## src/rtl/board_mem_arbiter.sv

```systemverilog
// -----------------------------------------------------------------------------
// board_mem_arbiter
//
// Shares one synchronous single-port 81-cell Sudoku board RAM between the VGA
// cell renderer and the game-logic FSM. The renderer always wins the port so
// display fetches are never delayed. Game accesses use a four-phase req/ack
// handshake and are issued in the first cycle the renderer leaves idle.
// Addresses at or above CELLS never reach the RAM and read back as 0.
//
// Optional feature: define BOARD_ARB_STATS_EN to add g_wait_max, the longest
// number of cycles a game request waited in IDLE before issue (saturating).
//
// Ports
//   clk25, reset        25 MHz pixel clock, asynchronous active-high reset
//   r_req/r_addr        renderer single-cycle read request
//   r_valid/r_rdata     renderer read data, one cycle after r_req
//   g_req/g_we/g_addr/g_wdata  game request (level, held until g_ack)
//   g_ack/g_rdata       one-cycle acknowledge with read data
//   mem_en/mem_we/mem_addr/mem_wdata/mem_rdata  RAM port (1-cycle read latency)
//   g_wait_max          [BOARD_ARB_STATS_EN only] longest game wait in cycles
// -----------------------------------------------------------------------------
`timescale 1ns/1ps

module board_mem_arbiter #(
    parameter int CELLS = 81,
    parameter int DW    = 5,
    parameter int AW    = 7
) (
    input  logic          clk25,
    input  logic          reset,
    input  logic          r_req,
    input  logic [AW-1:0] r_addr,
    output logic          r_valid,
    output logic [DW-1:0] r_rdata,
    input  logic          g_req,
    input  logic          g_we,
    input  logic [AW-1:0] g_addr,
    input  logic [DW-1:0] g_wdata,
    output logic          g_ack,
    output logic [DW-1:0] g_rdata,
    output logic          mem_en,
    output logic          mem_we,
    output logic [AW-1:0] mem_addr,
    output logic [DW-1:0] mem_wdata,
    input  logic [DW-1:0] mem_rdata
`ifdef BOARD_ARB_STATS_EN
    ,
    output logic [15:0]   g_wait_max
`endif
);

    typedef enum logic [1:0] {
        ST_IDLE,
        ST_ACK,
        ST_RELEASE
    } state_t;

    state_t r_state;
    logic   r_ack;      // g_ack, registered
    logic   r_gread;    // current ack returns RAM data (in-range read)
    logic   r_rvalid;   // renderer request was issued last cycle
    logic   r_rinr;     // ... and its address was in range

    logic   w_r_inr;
    logic   w_g_inr;
    logic   w_g_issue;

    assign w_r_inr   = (r_addr < AW'(CELLS));
    assign w_g_inr   = (g_addr < AW'(CELLS));
    // Game only issues from IDLE in a cycle the renderer leaves the port free.
    assign w_g_issue = (r_state == ST_IDLE) && g_req && !r_req;

    // Memory port mux. The port is forced idle while reset is held so the RAM
    // sees no access even if a request line is already high.
    always_comb begin
        // NOTE: every output gets a default first so no path leaves it unassigned (no latch).
        mem_en    = 1'b0;
        mem_we    = 1'b0;
        mem_addr  = '0;
        mem_wdata = '0;
        if (!reset) begin
            if (r_req) begin
                mem_en   = w_r_inr;
                mem_addr = r_addr;
            end else if (w_g_issue) begin
                mem_en    = w_g_inr;
                mem_we    = g_we && w_g_inr;
                mem_addr  = g_addr;
                mem_wdata = g_wdata;
            end
        end
    end

    // Game handshake FSM plus renderer valid pipeline.
    always_ff @(posedge clk25 or posedge reset) begin
        if (reset) begin
            r_state  <= ST_IDLE;
            r_ack    <= 1'b0;
            r_gread  <= 1'b0;
            r_rvalid <= 1'b0;
            r_rinr   <= 1'b0;
        end else begin
            // NOTE: non-blocking assignments so every register samples pre-edge values.
            r_rvalid <= r_req;
            r_rinr   <= r_req && w_r_inr;
            case (r_state)
                ST_IDLE: begin
                    if (w_g_issue) begin
                        r_state <= ST_ACK;
                        r_ack   <= 1'b1;
                        r_gread <= !g_we && w_g_inr;
                    end
                end
                ST_ACK: begin
                    r_state <= ST_RELEASE;
                    r_ack   <= 1'b0;
                    r_gread <= 1'b0;
                end
                ST_RELEASE: begin
                    // A request still held from the last transaction must not re-issue.
                    if (!g_req) r_state <= ST_IDLE;
                end
                default: begin
                    r_state <= ST_IDLE;
                    r_ack   <= 1'b0;
                    r_gread <= 1'b0;
                end
            endcase
        end
    end

    // RAM data arrives one cycle after issue, aligned with the registered flags.
    assign r_valid = r_rvalid;
    assign r_rdata = r_rinr ? mem_rdata : '0;
    assign g_ack   = r_ack;
    assign g_rdata = r_gread ? mem_rdata : '0;

`ifdef BOARD_ARB_STATS_EN
    logic [15:0] r_wait_cnt;
    logic [15:0] r_wait_max;

    // Counts cycles a game request is blocked in IDLE; folded into the maximum
    // on the issue cycle.
    always_ff @(posedge clk25 or posedge reset) begin
        if (reset) begin
            r_wait_cnt <= '0;
            r_wait_max <= '0;
        end else if (r_state == ST_IDLE && g_req) begin
            if (r_req) begin
                if (r_wait_cnt != 16'hFFFF) r_wait_cnt <= r_wait_cnt + 16'd1;
            end else begin
                if (r_wait_cnt > r_wait_max) r_wait_max <= r_wait_cnt;
                r_wait_cnt <= '0;
            end
        end else begin
            r_wait_cnt <= '0;
        end
    end

    assign g_wait_max = r_wait_max;
`endif

endmodule
```

## config.mk

```make
export PLATFORM = sky130hd
export DESIGN_NAME = board_mem_arbiter
export DESIGN_NICKNAME = d
export VERILOG_FILES = /design/src/rtl/board_mem_arbiter.sv
export SDC_FILE = /design/constraint.sdc
export NUM_CORES = 1
export LEC_CHECK = 0
export ABC_AREA = 1
export BUFFER_PORTS_ARGS = -buffer_cell sky130_fd_sc_hd__buf_2
export CORE_UTILIZATION = 37
export DETAILED_ROUTE_END_ITERATION = 10
export PLACE_DENSITY = 0.78
export SLEW_MARGIN = 20
export SYNTH_ARGS = -nofsm -noshare
export SYNTH_HDL_FRONTEND = slang
export SYNTH_SLANG_ARGS = --single-unit
```

## constraint.sdc

```tcl
create_clock -name clk25 -period 1.65 [get_ports clk25]
set_input_delay 0.2475 -clock clk25 [delete_from_list [all_inputs] [get_ports clk25]]
set_output_delay 0.2475 -clock clk25 [all_outputs]
set_load 0.01 [all_outputs]
```

==> summary.txt, run 1 <==
=================================================================================
H-tree levels ......................................................            1
Required time at the endpoint of the critical path .................      1.40 ns
Worst path top cell family by delay ................................ simple AND/OR/NAND/NOR gates
Crit Path Class ....................................................      reg2out
Slew at the pin with the worst max-slew slack ......................     0.277 ns
Status .............................................................    completed
Ratio of cells with drive above 1 in the final layout ..............        49.7%
RSZ-0062 raised after global routing ...............................          yes
Worst Setup SP .....................................................   r_state[0]
Bufs on Longest Clock Path .........................................            2
CP Depth ...........................................................            6
Crit path launch type ..............................................     register
Placed Area ........................................................      835 µm²
Overall routed net length ..........................................      1.52 mm
Worst Reg2Reg Path Length in Cells .................................            6
Number of fill cells in the layout .................................          133
Starting density of the core .......................................        41.2%
Worst hold stages ..................................................            2
Floorplan die width ................................................      40.8 µm
Count of max-cap constraint violations .............................            0
Post-route design area .............................................      926 µm²
Largest net degree at the start of global routing ..................           12
First-pass GRT wire length .........................................      2.12 mm
Final Hold Viols ...................................................            0
Critical path buffer and inverter count ............................            2
Clock latency of the later-clocked register in the worst-skew pair .      0.24 ns
CP max-delay cell .................................................. sky130_fd_sc_hd__dfrtp_1
Largest stage delay on the critical path ...........................      0.38 ns
CTS root buffer .................................................... sky130_fd_sc_hd__clkbuf_4
Critical path endpoint category ....................................  output port
Final cycle utilization of the critical path .......................        97.3%
RePlAce Congestion .................................................        0.733
Post-Route Utilization .............................................        68.6%
Chip Height ........................................................      40.8 µm
Initial drt markers ................................................           17
Number of antenna violations at the first check in global routing ..            0
Minimum period implied by the final worst setup slack ..............      1.61 ns
DIE AREA ...........................................................  0.00166 mm²
Worst setup path endpoint ..........................................  mem_addr[5]
Reg-to-reg slack, setup ............................................      0.58 ns
Largest driver fanout on the critical path .........................            6
Total number of vias ...............................................          777
Worst EP arrival ...................................................      1.36 ns
Layout net count ...................................................          186
Clock tree from TritonCTS ..........................................         done
Net count after synthesis ..........................................          123
Average size of a mapped cell ......................................     5.92 µm²
Worst supply voltage drop on vdd ...................................   0.000360 V
Leakage ............................................................     0.664 nW
P per Cell Area ....................................................   568 mW/mm²
Worst r2r dst ......................................................      r_gread
Synth Instances ....................................................           94
PortBufs ...........................................................           54
Worst-case headroom to the max-slew limit ..........................        81.4%
Total setup violations reported at the end of the flow .............            0
Overall global routing resource usage ..............................        18.7%
Clock sink count ...................................................            6
Class of the tightest hold or removal check ........................       in2reg
Area of the mapped netlist .........................................      557 µm²
Total of warnings raised by yosys ..................................            0
Syn-to-layout area delta ...........................................        66.3%
Yosys cell types ...................................................           16
Number of register bits inferred by synthesis ......................            6
Total power after layout ...........................................       526 µW
Total clock buffers created by CTS .................................            3
Antenna-violating nets left ........................................            0
Vias in the first global route .....................................          553
Worst hold margin ..................................................     0.206 ns
Number of ports placed on the die boundary .........................           55
Core Box Area ......................................................  0.00135 mm²
Vias/cell ..........................................................         4.57
DRC violations left ................................................            0
Critical Path, Cell by Cell ........................................ inv_2 -> nand2_2 -> nor2_4 -> nand2_2 -> o22ai_2 -> buf_2
Min setup slack post-route .........................................    0.0441 ns
ANT cells ..........................................................            0
Final count of pins violating max slew .............................            0
DP HPWL ............................................................      1.22 mm
Site row count .....................................................           13
Length of the first detailed-routing pass in iterations ............            4
Register area share after synthesis ................................        27.0%
CTS clk-pin slew, worst paths ......................................      0.05 ns
Placement Setup Slack ..............................................     0.240 ns
Peak clock frequency supported by timing ...........................    0.623 GHz
Reg2Reg Launch Point ...............................................   r_state[0]
Most numerous cell on the critical path ............................ sky130_fd_sc_hd__nand2_2
Setup Skew .........................................................   0.00600 ns
Total congestion overflow ..........................................            0
Average routed wire per standard cell ..............................      8.94 µm
=================================================================================
## routing by layer
metal	vias to the layer above	wire, µm	GRT usage (%)
li1	401	-	-
met1	331	605	22.3
met3	0	167	5.43
met4	0	0	2.50
met5	-	0	0
met2	45	747	33.2
## area by class of cell
class | count | area (µm²) | area share [%]
flip-flops and latches | 6 | 150 | 16.2
multi-input cells | 57 | 315 | 34.1
clock buffers | 3 | 22.5 | 2.43
repair buffers | 58 | 303 | 32.7
inverters | 31 | 116 | 12.6
well taps | 15 | 18.8 | 2.03
## kinds of logic after synthesis
family / count (synthesis) / share of synthesized area (%)
compound gates: 11 / 15.7
buf+inv: 32 / 22.9
flops: 6 / 27.0
simple gates: 45 / 34.4
## how the worst min path moves through the flow
stage	start	endpoint	slack, ns
floorplan	reset	g_ack	0.04
global placement	reset	r_rinr	0.19
detailed placement	reset	r_state[0]	0.19
CTS	g_we	r_gread	0.21
global route	r_req	r_valid	0.21
finish	g_we	r_gread	0.21
## state kept, by name, indices dropped and copies added, names as in the netlist
signal,cells
g_ack,1
r_gread,1
r_rinr,1
r_state,2
r_valid,1
## where the power goes
part | total, mW | switching (mW) | leakage [nW] | internal (mW)
combinational | 0.215 | 0.118 | 0.575 | 0.0972
sequential | 0.181 | 0.0148 | 0.0752 | 0.166
clock | 0.130 | 0.0479 | 0.0138 | 0.0819
total | 0.526 | 0.181 | 0.664 | 0.345
## Yosys cell counts, drive strengths merged
cell	instances	area (µm²)
nand2	24	92.6
nor2	11	48.8
buf	1	11.3
inv	30	113
a21o	1	7.51
nand3	10	50.1
dfrtp	6	150
a21oi	1	5.00
o22ai	3	37.5
o21ai	6	37.5
clkinv	1	3.75
## metrics by stage
stage	TNS (ns)	std cells
floorplan	0	94
global placement	0	162
detailed placement	0	162
CTS	-0.0782	166
global route	-0.239	170
finish	0	170
## cells in the final DEF (no fill, tap or decap)
cell type and count:
sky130_fd_sc_hd__nand3_1 9, sky130_fd_sc_hd__dfrtp_1 6, sky130_fd_sc_hd__buf_2 54, sky130_fd_sc_hd__nand2_4 1, sky130_fd_sc_hd__inv_1 27, sky130_fd_sc_hd__buf_4 3
sky130_fd_sc_hd__a21o_1 1, sky130_fd_sc_hd__dlygate4sd3_1 1, sky130_fd_sc_hd__nand2_2 3, sky130_fd_sc_hd__o21ai_1 1, sky130_fd_sc_hd__o22ai_2 3, sky130_fd_sc_hd__nand2_1 21
sky130_fd_sc_hd__nor2_4 1, sky130_fd_sc_hd__inv_2 4, sky130_fd_sc_hd__clkbuf_4 3, sky130_fd_sc_hd__a21oi_2 1, sky130_fd_sc_hd__o21ai_2 3, sky130_fd_sc_hd__o21ai_0 2
sky130_fd_sc_hd__nor2_1 10, sky130_fd_sc_hd__nand3_4 1
## timing repair
action / CTS / global route
hold buffers: 1 / 0
gates resized for setup: 0 / 8
setup endpoints to repair: 9 / 13
pin swaps: 0 / 4
endpoints found under the hold margin: 6 / 0
buffers inserted: 0 / 3
gates cloned: 0 / 1
Note: power is estimated with default switching activity, not from simulation.
==> run 2, diff against run 1 <==
Settings changed: PLACE_DENSITY 0.78 to 0.86.
==> run 2 against run 1 <==
Net effect:
- the flow now finishes with violations (setup timing)
- total power grew 0.24%
- register-to-register slack lost 0.11 ns
- critical path depth is the same
- die area is the same
- via count grew 0.26%
- critical path type unchanged
- largest cell class unchanged
- highest routed layer is now met4
==> summary.txt, run 2 (synthesis gave the netlist of run 1 again) <==
=================================================================================
Clock latency of the later-clocked register in the worst-skew pair .      0.25 ns   about the same
Reg-to-reg slack, setup ............................................      0.47 ns   -0.11 ns
Average routed wire per standard cell ..............................      10.1 µm   +13%
DRC violations left ................................................            0   unchanged
Minimum period implied by the final worst setup slack ..............      1.65 ns   +0.0441 ns
Met2 track demand over resource in global routing ..................        41.0%   +7.8 points
Site row count .....................................................           13   unchanged
Met3 global-route usage ............................................        2.72%   -2.7 points
Register with the most flip-flops ..................................      r_state
ANT cells ..........................................................            0   unchanged
Total clock buffers created by CTS .................................            3   unchanged
Required time at the endpoint of the critical path .................      1.40 ns   about the same
Vias/cell ..........................................................         4.61   +0.85%
Slew at the pin with the worst max-slew slack ......................     0.223 ns   -0.0548 ns
CTS clk-pin slew, worst paths ......................................      0.04 ns   about the same
CTS root buffer .................................................... sky130_fd_sc_hd__clkbuf_4
Critical path endpoint category ....................................  output port
Final Hold Viols ...................................................            0   unchanged
Violated checks .................................................... setup timing
Leading cell type in the layout, fill and taps excluded ............ sky130_fd_sc_hd__buf_2
DP HPWL ............................................................      1.35 mm   +11%
Total number of vias ...............................................          779   +0.26%
Clock tree from TritonCTS ..........................................         done
Total power after layout ...........................................       527 µW   +0.24%
Class of the tightest hold or removal check ........................     in2async
First-pass GRT wire length .........................................      2.34 mm   +10%
Highest-utilization routing layer at the global route stage ........         met2
Leakage ............................................................     0.666 nW   +0.31%
Layout net count ...................................................          185   -0.54%
Clock sink count ...................................................            6   unchanged
Total setup violations reported at the end of the flow .............            1   +1
Largest net degree at the start of global routing ..................           12   unchanged
Min setup slack post-route ......................................... -0.0000294 ns   -0.0441 ns
Reg2Reg Launch Point ...............................................   r_state[0]
Status ............................................................. finished with violations
Antenna-violating nets left ........................................            0   unchanged
RSZ-0062 raised after global routing ...............................          yes
PortBufs ...........................................................           54   unchanged
DIE AREA ...........................................................  0.00166 mm²   unchanged
Worst r2r dst ......................................................      r_gread
Commonest cells after routing, fill and taps aside ................. sky130_fd_sc_hd__buf_2 (54), sky130_fd_sc_hd__inv_1 (27), sky130_fd_sc_hd__nand2_1 (22), sky130_fd_sc_hd__nand3_1 (9), sky130_fd_sc_hd__nor2_1 (8)
Syn-to-layout area delta ...........................................        64.5%
Starting density of the core .......................................        41.2%   unchanged
Bufs on Longest Clock Path .........................................            2   unchanged
Core Box Area ......................................................  0.00135 mm²   unchanged
Total congestion overflow ..........................................            0   unchanged
Peak clock frequency supported by timing ...........................    0.606 GHz   -2.7%
Chip Height ........................................................      40.8 µm   unchanged
Post-Route Utilization .............................................        67.8%   -0.74 points
Floorplan die width ................................................      40.8 µm   unchanged
Final count of pins violating max slew .............................            0   unchanged
Worst EP arrival ...................................................      1.40 ns   +0.04 ns
Post-Route Setup TNS ............................................... -0.0000294 ns   -0.0000294 ns
Worst supply voltage drop on vdd ...................................   0.000421 V   +17%
Length of the first detailed-routing pass in iterations ............            2   -2
Ratio of cells with drive above 1 in the final layout ..............        50.6%   +0.97 points
Worst-case headroom to the max-slew limit ..........................        85.1%   +3.7 points
Initial drt markers ................................................            5   -12
Overall global routing resource usage ..............................        21.3%   +2.6 points
Cts hold-fix bufs ..................................................            0   -1
Crit Path Class ....................................................      reg2out
Number of ports placed on the die boundary .........................           55   unchanged
Number of antenna violations at the first check in global routing ..            0   unchanged
Crit path launch type ..............................................     register
P per Cell Area ....................................................   576 mW/mm²   +1.3%
RePlAce Congestion .................................................        0.816   +11%
Overall routed net length ..........................................      1.70 mm   +12%
Met1 Resource Use GR ...............................................        20.5%   -1.8 points
Largest driver fanout on the critical path .........................            6   unchanged
Setup Skew .........................................................   0.00557 ns   -0.000430 ns
Worst Reg2Reg Path Length in Cells .................................            7   +1
Worst hold margin ..................................................     0.109 ns   -0.0972 ns
Count of max-cap constraint violations .............................            0   unchanged
Final cycle utilization of the critical path .......................         100%   +2.7 points
Vias in the first global route .....................................          634   +15%
H-tree levels ......................................................            1   unchanged
Flip-flop count of the largest register after layout ...............            2   unchanged
=================================================================================
run 2: report_power, final:
part | total, mW | switching [mW] | internal [mW]
registers | 0.181 | 0.0147 | 0.166
logic | 0.213 | 0.121 | 0.0925
clock network | 0.133 | 0.0513 | 0.0821
total | 0.527 | 0.187 | 0.341
run 2: layout make-up:
type                       instances  area (µm²)
fill                             116         434
timing repair buffer              57         293
multi-input combinational         57         315
inverter                          31         116
clock buffer                       3        22.5
sequential                         6         150
tap                               15        18.8
run 2: worst max path at each step:
stage / from / endpoint / slack [ns] / cells after the start
global route: r_state[0] / mem_en / -0.06 / 6
finish: r_state[0] / mem_en / -0.00003 / 6
floorplan: r_state[0] / mem_wdata[0] / 0.39 / 6
global placement: r_state[0] / mem_addr[1] / 0.29 / 6
CTS: r_state[0] / mem_en / 0.008 / 6
detailed placement: r_state[0] / mem_addr[1] / 0.24 / 6
run 2: layer usage:
layer	share of wire [%]	up-vias	wire [µm]
li1	-	397	-
met1	37	340	623
met2	55	40	933
met3	7.1	2	120
met4	1.4	0	23
met5	0	-	0
run 2: worst max-delay path, stage by stage, from the launching register on:
cell                      delay (ns)
sky130_fd_sc_hd__dfrtp_1        0.39
sky130_fd_sc_hd__inv_2          0.08
sky130_fd_sc_hd__nand2_2        0.07
sky130_fd_sc_hd__nor2_4         0.22
sky130_fd_sc_hd__nand3_2        0.13
sky130_fd_sc_hd__a21oi_2        0.13
sky130_fd_sc_hd__buf_2          0.13
run 2: metrics by stage:
stage	setup WS, ns	area (µm²)	cells
floorplan	0.386	557	94
global placement	0.286	842	163
detailed placement	0.237	842	163
CTS	0.00794	870	166
global route	-0.0600	916	169
finish	-0.0000294	916	169
run 2: what timing repair did:
action | 4_1_cts | 5_1_grt
pin swaps | 1 | 4
gates cloned | 0 | 1
resized for setup | 1 | 8
setup buffers | 0 | 2
setup endpoints to repair | 9 | 11
